`config.mk`:
```
export PLATFORM = sky130hd
export DESIGN_NAME = uart_rx
export DESIGN_NICKNAME = d
export VERILOG_FILES = /design/src/rtl/uart_pkg.sv /design/src/rtl/uart_rx.sv
export SDC_FILE = /design/constraint.sdc
export NUM_CORES = 1
export LEC_CHECK = 0
export ABC_AREA = 1
export CAP_MARGIN = 20
export CORE_UTILIZATION = 55
export CTS_BUF_LIST = sky130_fd_sc_hd__clkbuf_8
export CTS_CLUSTER_SIZE = 10
export DETAILED_ROUTE_END_ITERATION = 10
export HOLD_SLACK_MARGIN = 0.15
export PLACE_DENSITY = 0.77
export SYNTH_ARGS = -nofsm -noshare
export SYNTH_HDL_FRONTEND = slang
export SYNTH_SLANG_ARGS = --single-unit
```
`constraint.sdc`:
```
create_clock -name sys_clk -period 3.5 [get_ports sys_clk]
set_clock_uncertainty 0.05 [all_clocks]
set_input_delay 0.7 -clock sys_clk [delete_from_list [all_inputs] [get_ports sys_clk]]
set_output_delay 0.7 -clock sys_clk [all_outputs]
set_load 0.005 [all_outputs]
```
`src/rtl/uart_pkg.sv`:
```
//------------------------------------------------------------------------------
// Module   : uart_pkg
// Brief    : Shared types and oversampling constants for the UART receiver.
// Revision : 1.0 - initial release
//------------------------------------------------------------------------------
`default_nettype none

package uart_pkg;

    typedef enum logic [2:0] {
        IDLE   = 3'd0,
        START  = 3'd1,
        DATA   = 3'd2,
        PARITY = 3'd3,
        STOP   = 3'd4
    } rx_state_t;

    localparam int unsigned OVERSAMPLE = 8;
    localparam int unsigned MID_SAMPLE = 4;

endpackage

`default_nettype wire

```
`src/rtl/uart_rx.sv`:
```
//------------------------------------------------------------------------------
// Module   : uart_rx
// Brief    : 8x-oversampled UART receiver with parity, framing and overrun flags.
// Revision : 1.0 - initial release
//------------------------------------------------------------------------------
`default_nettype none

module uart_rx
    import uart_pkg::*;
#(
    parameter int DATA_BITS  = 8,
    parameter int PARITY_EN  = 0,
    parameter int PARITY_ODD = 0
) (
    input  logic                 sys_clk,
    input  logic                 rst_n,
    input  logic                 bclkx8,
    input  logic                 rx,
    input  logic                 rx_ack,
    output logic [DATA_BITS-1:0] rx_data,
    output logic                 rx_valid,
    output logic                 framing_err,
    output logic                 parity_err,
    output logic                 overrun
);

    localparam logic [2:0] C_LAST_TICK = 3'(OVERSAMPLE - 1);
    localparam logic [2:0] C_MID_TICK  = 3'(MID_SAMPLE - 1);
    localparam logic [3:0] C_LAST_BIT  = 4'(DATA_BITS - 1);
    localparam logic       C_ODD       = (PARITY_ODD != 0);

    // Front end: synchronizer, edge history and tick detector
    logic       rx_meta_q, rx_meta_d;
    logic       rx_s_q,    rx_s_d;
    logic       rx_prev_q, rx_prev_d;
    logic       bclk_q,    bclk_d;
    logic [1:0] fill_q,    fill_d;
    logic       armed_q,   armed_d;

    // Frame FSM
    rx_state_t              state_q,    state_d;
    logic [2:0]             tick_cnt_q, tick_cnt_d;
    logic [3:0]             bit_cnt_q,  bit_cnt_d;
    logic [DATA_BITS-1:0]   shift_q,    shift_d;
    logic                   par_bad_q,  par_bad_d;

    // Held frame
    logic [DATA_BITS-1:0]   rx_data_q,  rx_data_d;
    logic                   valid_q,    valid_d;
    logic                   ferr_q,     ferr_d;
    logic                   perr_q,     perr_d;
    logic                   ovr_q,      ovr_d;

    logic w_tick;
    logic w_fall;
    logic w_mid_tick;
    logic w_last_tick;
    logic w_frame_done;
    logic w_stop_bad;

    always_comb begin
        rx_meta_d = rx;
        rx_s_d    = rx_meta_q;
        rx_prev_d = rx_s_q;
        bclk_d    = bclkx8;
        fill_d    = {fill_q[0], 1'b1};
        // A line already low when reset releases must not look like a start bit
        armed_d   = armed_q | (fill_q[1] & rx_s_q);
    end

    assign w_tick      = bclkx8 & ~bclk_q;
    assign w_fall      = armed_q & rx_prev_q & ~rx_s_q;
    assign w_mid_tick  = w_tick && (tick_cnt_q == C_MID_TICK);
    assign w_last_tick = w_tick && (tick_cnt_q == C_LAST_TICK);

    always_ff @(posedge sys_clk or negedge rst_n) begin
        if (!rst_n) begin
            rx_meta_q <= 1'b1;
            rx_s_q    <= 1'b1;
            rx_prev_q <= 1'b1;
            bclk_q    <= 1'b0;
            fill_q    <= 2'b00;
            armed_q   <= 1'b0;
        end else begin
            rx_meta_q <= rx_meta_d;
            rx_s_q    <= rx_s_d;
            rx_prev_q <= rx_prev_d;
            bclk_q    <= bclk_d;
            fill_q    <= fill_d;
            armed_q   <= armed_d;
        end
    end

    always_comb begin
        state_d      = state_q;
        tick_cnt_d   = tick_cnt_q;
        bit_cnt_d    = bit_cnt_q;
        shift_d      = shift_q;
        par_bad_d    = par_bad_q;
        w_frame_done = 1'b0;
        w_stop_bad   = 1'b0;

        if (state_q != IDLE && w_tick) begin
            tick_cnt_d = tick_cnt_q + 3'd1;
        end

        case (state_q)
            IDLE: begin
                if (w_fall) begin
                    state_d    = START;
                    tick_cnt_d = 3'd0;
                end
            end
            START: begin
                if (w_mid_tick) begin
                    tick_cnt_d = 3'd0;
                    bit_cnt_d  = 4'd0;
                    par_bad_d  = 1'b0;
                    state_d    = rx_s_q ? IDLE : DATA;
                end
            end
            DATA: begin
                if (w_last_tick) begin
                    shift_d   = {rx_s_q, shift_q[DATA_BITS-1:1]};
                    bit_cnt_d = bit_cnt_q + 4'd1;
                    if (bit_cnt_q == C_LAST_BIT) begin
                        state_d = (PARITY_EN != 0) ? PARITY : STOP;
                    end
                end
            end
            PARITY: begin
                if (w_last_tick) begin
                    par_bad_d = rx_s_q ^ (^shift_q) ^ C_ODD;
                    state_d   = STOP;
                end
            end
            STOP: begin
                if (w_last_tick) begin
                    w_frame_done = 1'b1;
                    w_stop_bad   = ~rx_s_q;
                    state_d      = IDLE;
                end
            end
            default: begin
                state_d = IDLE;
            end
        endcase
    end

    always_ff @(posedge sys_clk or negedge rst_n) begin
        if (!rst_n) begin
            state_q    <= IDLE;
            tick_cnt_q <= 3'd0;
            bit_cnt_q  <= 4'd0;
            shift_q    <= '0;
            par_bad_q  <= 1'b0;
        end else begin
            state_q    <= state_d;
            tick_cnt_q <= tick_cnt_d;
            bit_cnt_q  <= bit_cnt_d;
            shift_q    <= shift_d;
            par_bad_q  <= par_bad_d;
        end
    end

    // A completing frame may replace the held one only if it is free or being acked now
    always_comb begin
        rx_data_d = rx_data_q;
        valid_d   = valid_q;
        ferr_d    = ferr_q;
        perr_d    = perr_q;
        ovr_d     = ovr_q;

        if (w_frame_done) begin
            if (!valid_q || rx_ack) begin
                rx_data_d = shift_q;
                ferr_d    = w_stop_bad;
                perr_d    = par_bad_q;
                valid_d   = 1'b1;
                ovr_d     = 1'b0;
            end else begin
                ovr_d     = 1'b1;
            end
        end else if (rx_ack && valid_q) begin
            valid_d = 1'b0;
            ferr_d  = 1'b0;
            perr_d  = 1'b0;
            ovr_d   = 1'b0;
        end
    end

    always_ff @(posedge sys_clk or negedge rst_n) begin
        if (!rst_n) begin
            rx_data_q <= '0;
            valid_q   <= 1'b0;
            ferr_q    <= 1'b0;
            perr_q    <= 1'b0;
            ovr_q     <= 1'b0;
        end else begin
            rx_data_q <= rx_data_d;
            valid_q   <= valid_d;
            ferr_q    <= ferr_d;
            perr_q    <= perr_d;
            ovr_q     <= ovr_d;
        end
    end

    assign rx_data     = rx_data_q;
    assign rx_valid    = valid_q;
    assign framing_err = ferr_q;
    assign parity_err  = perr_q;
    assign overrun     = ovr_q;

endmodule

`default_nettype wire

```
==> results.toml <==
[placed_design]
port_buffers = 16
place_area_sq_um = 2030
gp_congestion = 0.863
dp.cells = 273
dp_hpwl_microns = 2190

[synth]
syn-instance-count = 215
ys_types = 26
netlist_area_sq_um = 1850
yosys.area_share.xor_xnor_pct = 0.949
synth_top_family_by_area = "simple AND/OR/NAND/NOR gates"
avgSynthCellArea_sq_um = 8.58
ys_ff_latch = 38
synthSimpleGateAreaFrac_pct = 25.9
ys_seq_area_share_pct = 51.7
syn-num-nets = 223
synthMuxAreaShare_pct = 0.542
synth_compound_area_share_pct = 11.1
synthAdderAreaFrac_pct = 2.03
ys_warn_count = 0

[critical_path]
crit_required_ps = 3610
path_class = "in2reg"
critPathMaxStageDelay_ps = 470
crit_path_end_kind = "flop"
r2r_slack_ps = 1800
cp-start-kind = "input pin"
worstPathMaxFanout = 5
crit_slowest_cell = "clkdlybuf4s50_1"
path_cells = "clkdlybuf4s50_1 > nand2_1 > inv_1 > nand3_4 > inv_2 > nand2_1 > o21ai_0 > o22ai_1"
crit_top_cell = "nand2_1"
crit_arrival_ps = 2130

[timing]
maxSlewViolCount = 0
final.setup.tns_ps = 0
rsz0062_at_grt = "no"
hold_violations = 0
timing.fmax_mhz = 495
period_share_pct = 57.8
period_needed_ps = 2020
slew-limit-headroom_pct = 46.9
setup_viol = 0
tightest_slew_ps = 796

[cts]
path_clk_slew_ps = 70
cts_setup_buffers = 0
cts.path.max_buffers = 2
clkSinkCount = 38
cts-root-buf = "clkbuf_8"
htreeDepth = 2
cts_tree = "done"
clock_latency_ps = 290
postCtsHoldBufs = 0
cts_buffers = 5
ctsResizeCount = 0

[grt]
overflow = 0
grt_pass1_wl_microns = 5510
grt_max_degree = 39
grt_pass1_vias = 1244
track_usage_pct = 21.3
antenna_found_initial = 0

[detailed_routing]
post_drt_wl_per_cell_microns = 10.8
antenna_left = 0
vias = 1369
drt_iter0_markers = 84
dr.pass1.iters = 4
drc = 0
wirelength_microns = 3030
routed_via_density = 4.87

[pwr]
total_power_mw = 1.03
power.density_nw_per_um2 = 488
p_leak_nw = 1.07
ir_drop_v = 0.000383

[floorplanning]
io_pins = 17
initial_core_util_pct = 59.0
die-height_microns = 59.9
rows = 20
die_area_sq_um = 3590
core_area_sq_um = 3130
fp.dieW_microns = 59.9

[final_layout]
drive_above_1_share_pct = 12.2
antennaDiodeCount = 0
fill_cells = 258
final_cells = 281
final_cell_area_sq_um = 2120
area_growth_pct = 14.6
regArea_sq_um = 955
nets = 244
multi_input_area_sq_um = 752

[worst_hold_path]
min_path_type = "reg2reg"

[run]
maxCapViolations = 0

[run_status]
outcome = "finished clean"
==> cells in the mapped netlist (all sizes together) <==
library cell	count	share of area [%]
a31oi	1	0.68
nor2	9	3.3
o21ai	27	7.9
buf	2	1.2
conb	1	0.20
nand3	13	4.9
mux2i	1	0.54
dfrtp	35	47
a21o	1	0.41
dfstp	3	4.3
xor2	2	0.95
o22ai	3	1.0
nor3	4	1.7
ha	3	2.0
a21oi	4	1.1
inv	31	6.3
nand2	75	16
==> routing by layer <==
metal	vias to the layer above	wire [microns]	GRT usage, %
li1	721	-	-
met1	618	1610	30.1
met2	24	1240	31.1
met3	6	129	6.06
met4	0	53	7.97
met5	-	0	0
==> cell type report <==
class	instances	area share, %
clock buffers	5	3.25
clock inverters	3	0.651
inverters	31	5.50
multi-input cells	144	35.5
flip-flops and latches	38	45.1
well taps	44	2.60
repair buffers	16	7.33
==> layout by cell type, fill, tap and decap left out, drive strengths merged <==
cell type / netlist / routed
a21o: 1 / 1
a21oi: 4 / 4
a31oi: 1 / 1
buf: 2 / 1
clkbuf: 0 / 5
clkdlybuf4s50: 0 / 15
clkinv: 0 / 2
conb: 1 / 1
dfrtp: 35 / 35
dfstp: 3 / 3
ha: 3 / 3
inv: 31 / 32
mux2i: 1 / 1
nand2: 75 / 75
nand3: 13 / 13
nor2: 9 / 9
nor3: 4 / 4
o21ai: 27 / 27
o22ai: 3 / 3
xor2: 2 / 2
==> final timing paths <==
kind	start	endpoint	cells after the start
setup / recovery	bclkx8	framing_err	8
hold / removal	fill_q[0]	fill_q[1]	0
setup reg to reg	tick_cnt_q[0]	bit_cnt_q[1]	7
hold reg to reg	fill_q[0]	fill_q[1]	0
max in group asynchronous	rst_n	shift_q[7]	1
min in group asynchronous	rst_n	rx_data[3]	1
==> per-stage QoR <==
stage | hold slack [ps] | setup WS, ps | util [%]
after global placement | 282 | 1240 | 65.0
after floorplan | 281 | 1820 | -
after detailed placement | 286 | 1170 | 65.0
final | 299 | 1480 | 67.6
after global routing | 314 | 1310 | 67.6
after CTS | 303 | 1480 | 67.6
==> power breakdown <==
| part | switching, mW | internal, mW |
|---|---|---|
| clock network | 0.146 | 0.135 |
| logic | 0.151 | 0.0771 |
| registers | 0.0429 | 0.481 |
==> kinds of logic after synthesis <==
logic type	count (synthesis)
buffers and inverters	33
AND/OR/NAND/NOR	101
AO/OA/AOI/OAI	36
XOR/XNOR	2
flip-flops	38
other	1
adder cells (fa/ha/maj)	3
multiplexers	1
==> critical path, delay by kind of cell <==
family	cells	cell delay, ps
AOI/OAI and AO/OA	2	420
buffers and inverters	3	720
and+or+nand+nor	3	270
==> sequential cells by signal, summed over array words and instances, names as in the netlist <==
| register | count |
|---|---|
| bit_cnt_q | 4 |
| parity_err | 1 |
| bclk_q | 1 |
| rx_prev_d | 1 |
| rx_meta_q | 1 |
| overrun | 1 |
| fill_q | 2 |
| armed_q | 1 |
| state_q | 3 |
| par_bad_q | 1 |
| tick_cnt_q | 3 |
| rx_valid | 1 |
| shift_q | 8 |
| rx_data | 8 |
| framing_err | 1 |
| rx_prev_q | 1 |
Note: power is estimated with default switching activity, not from simulation.
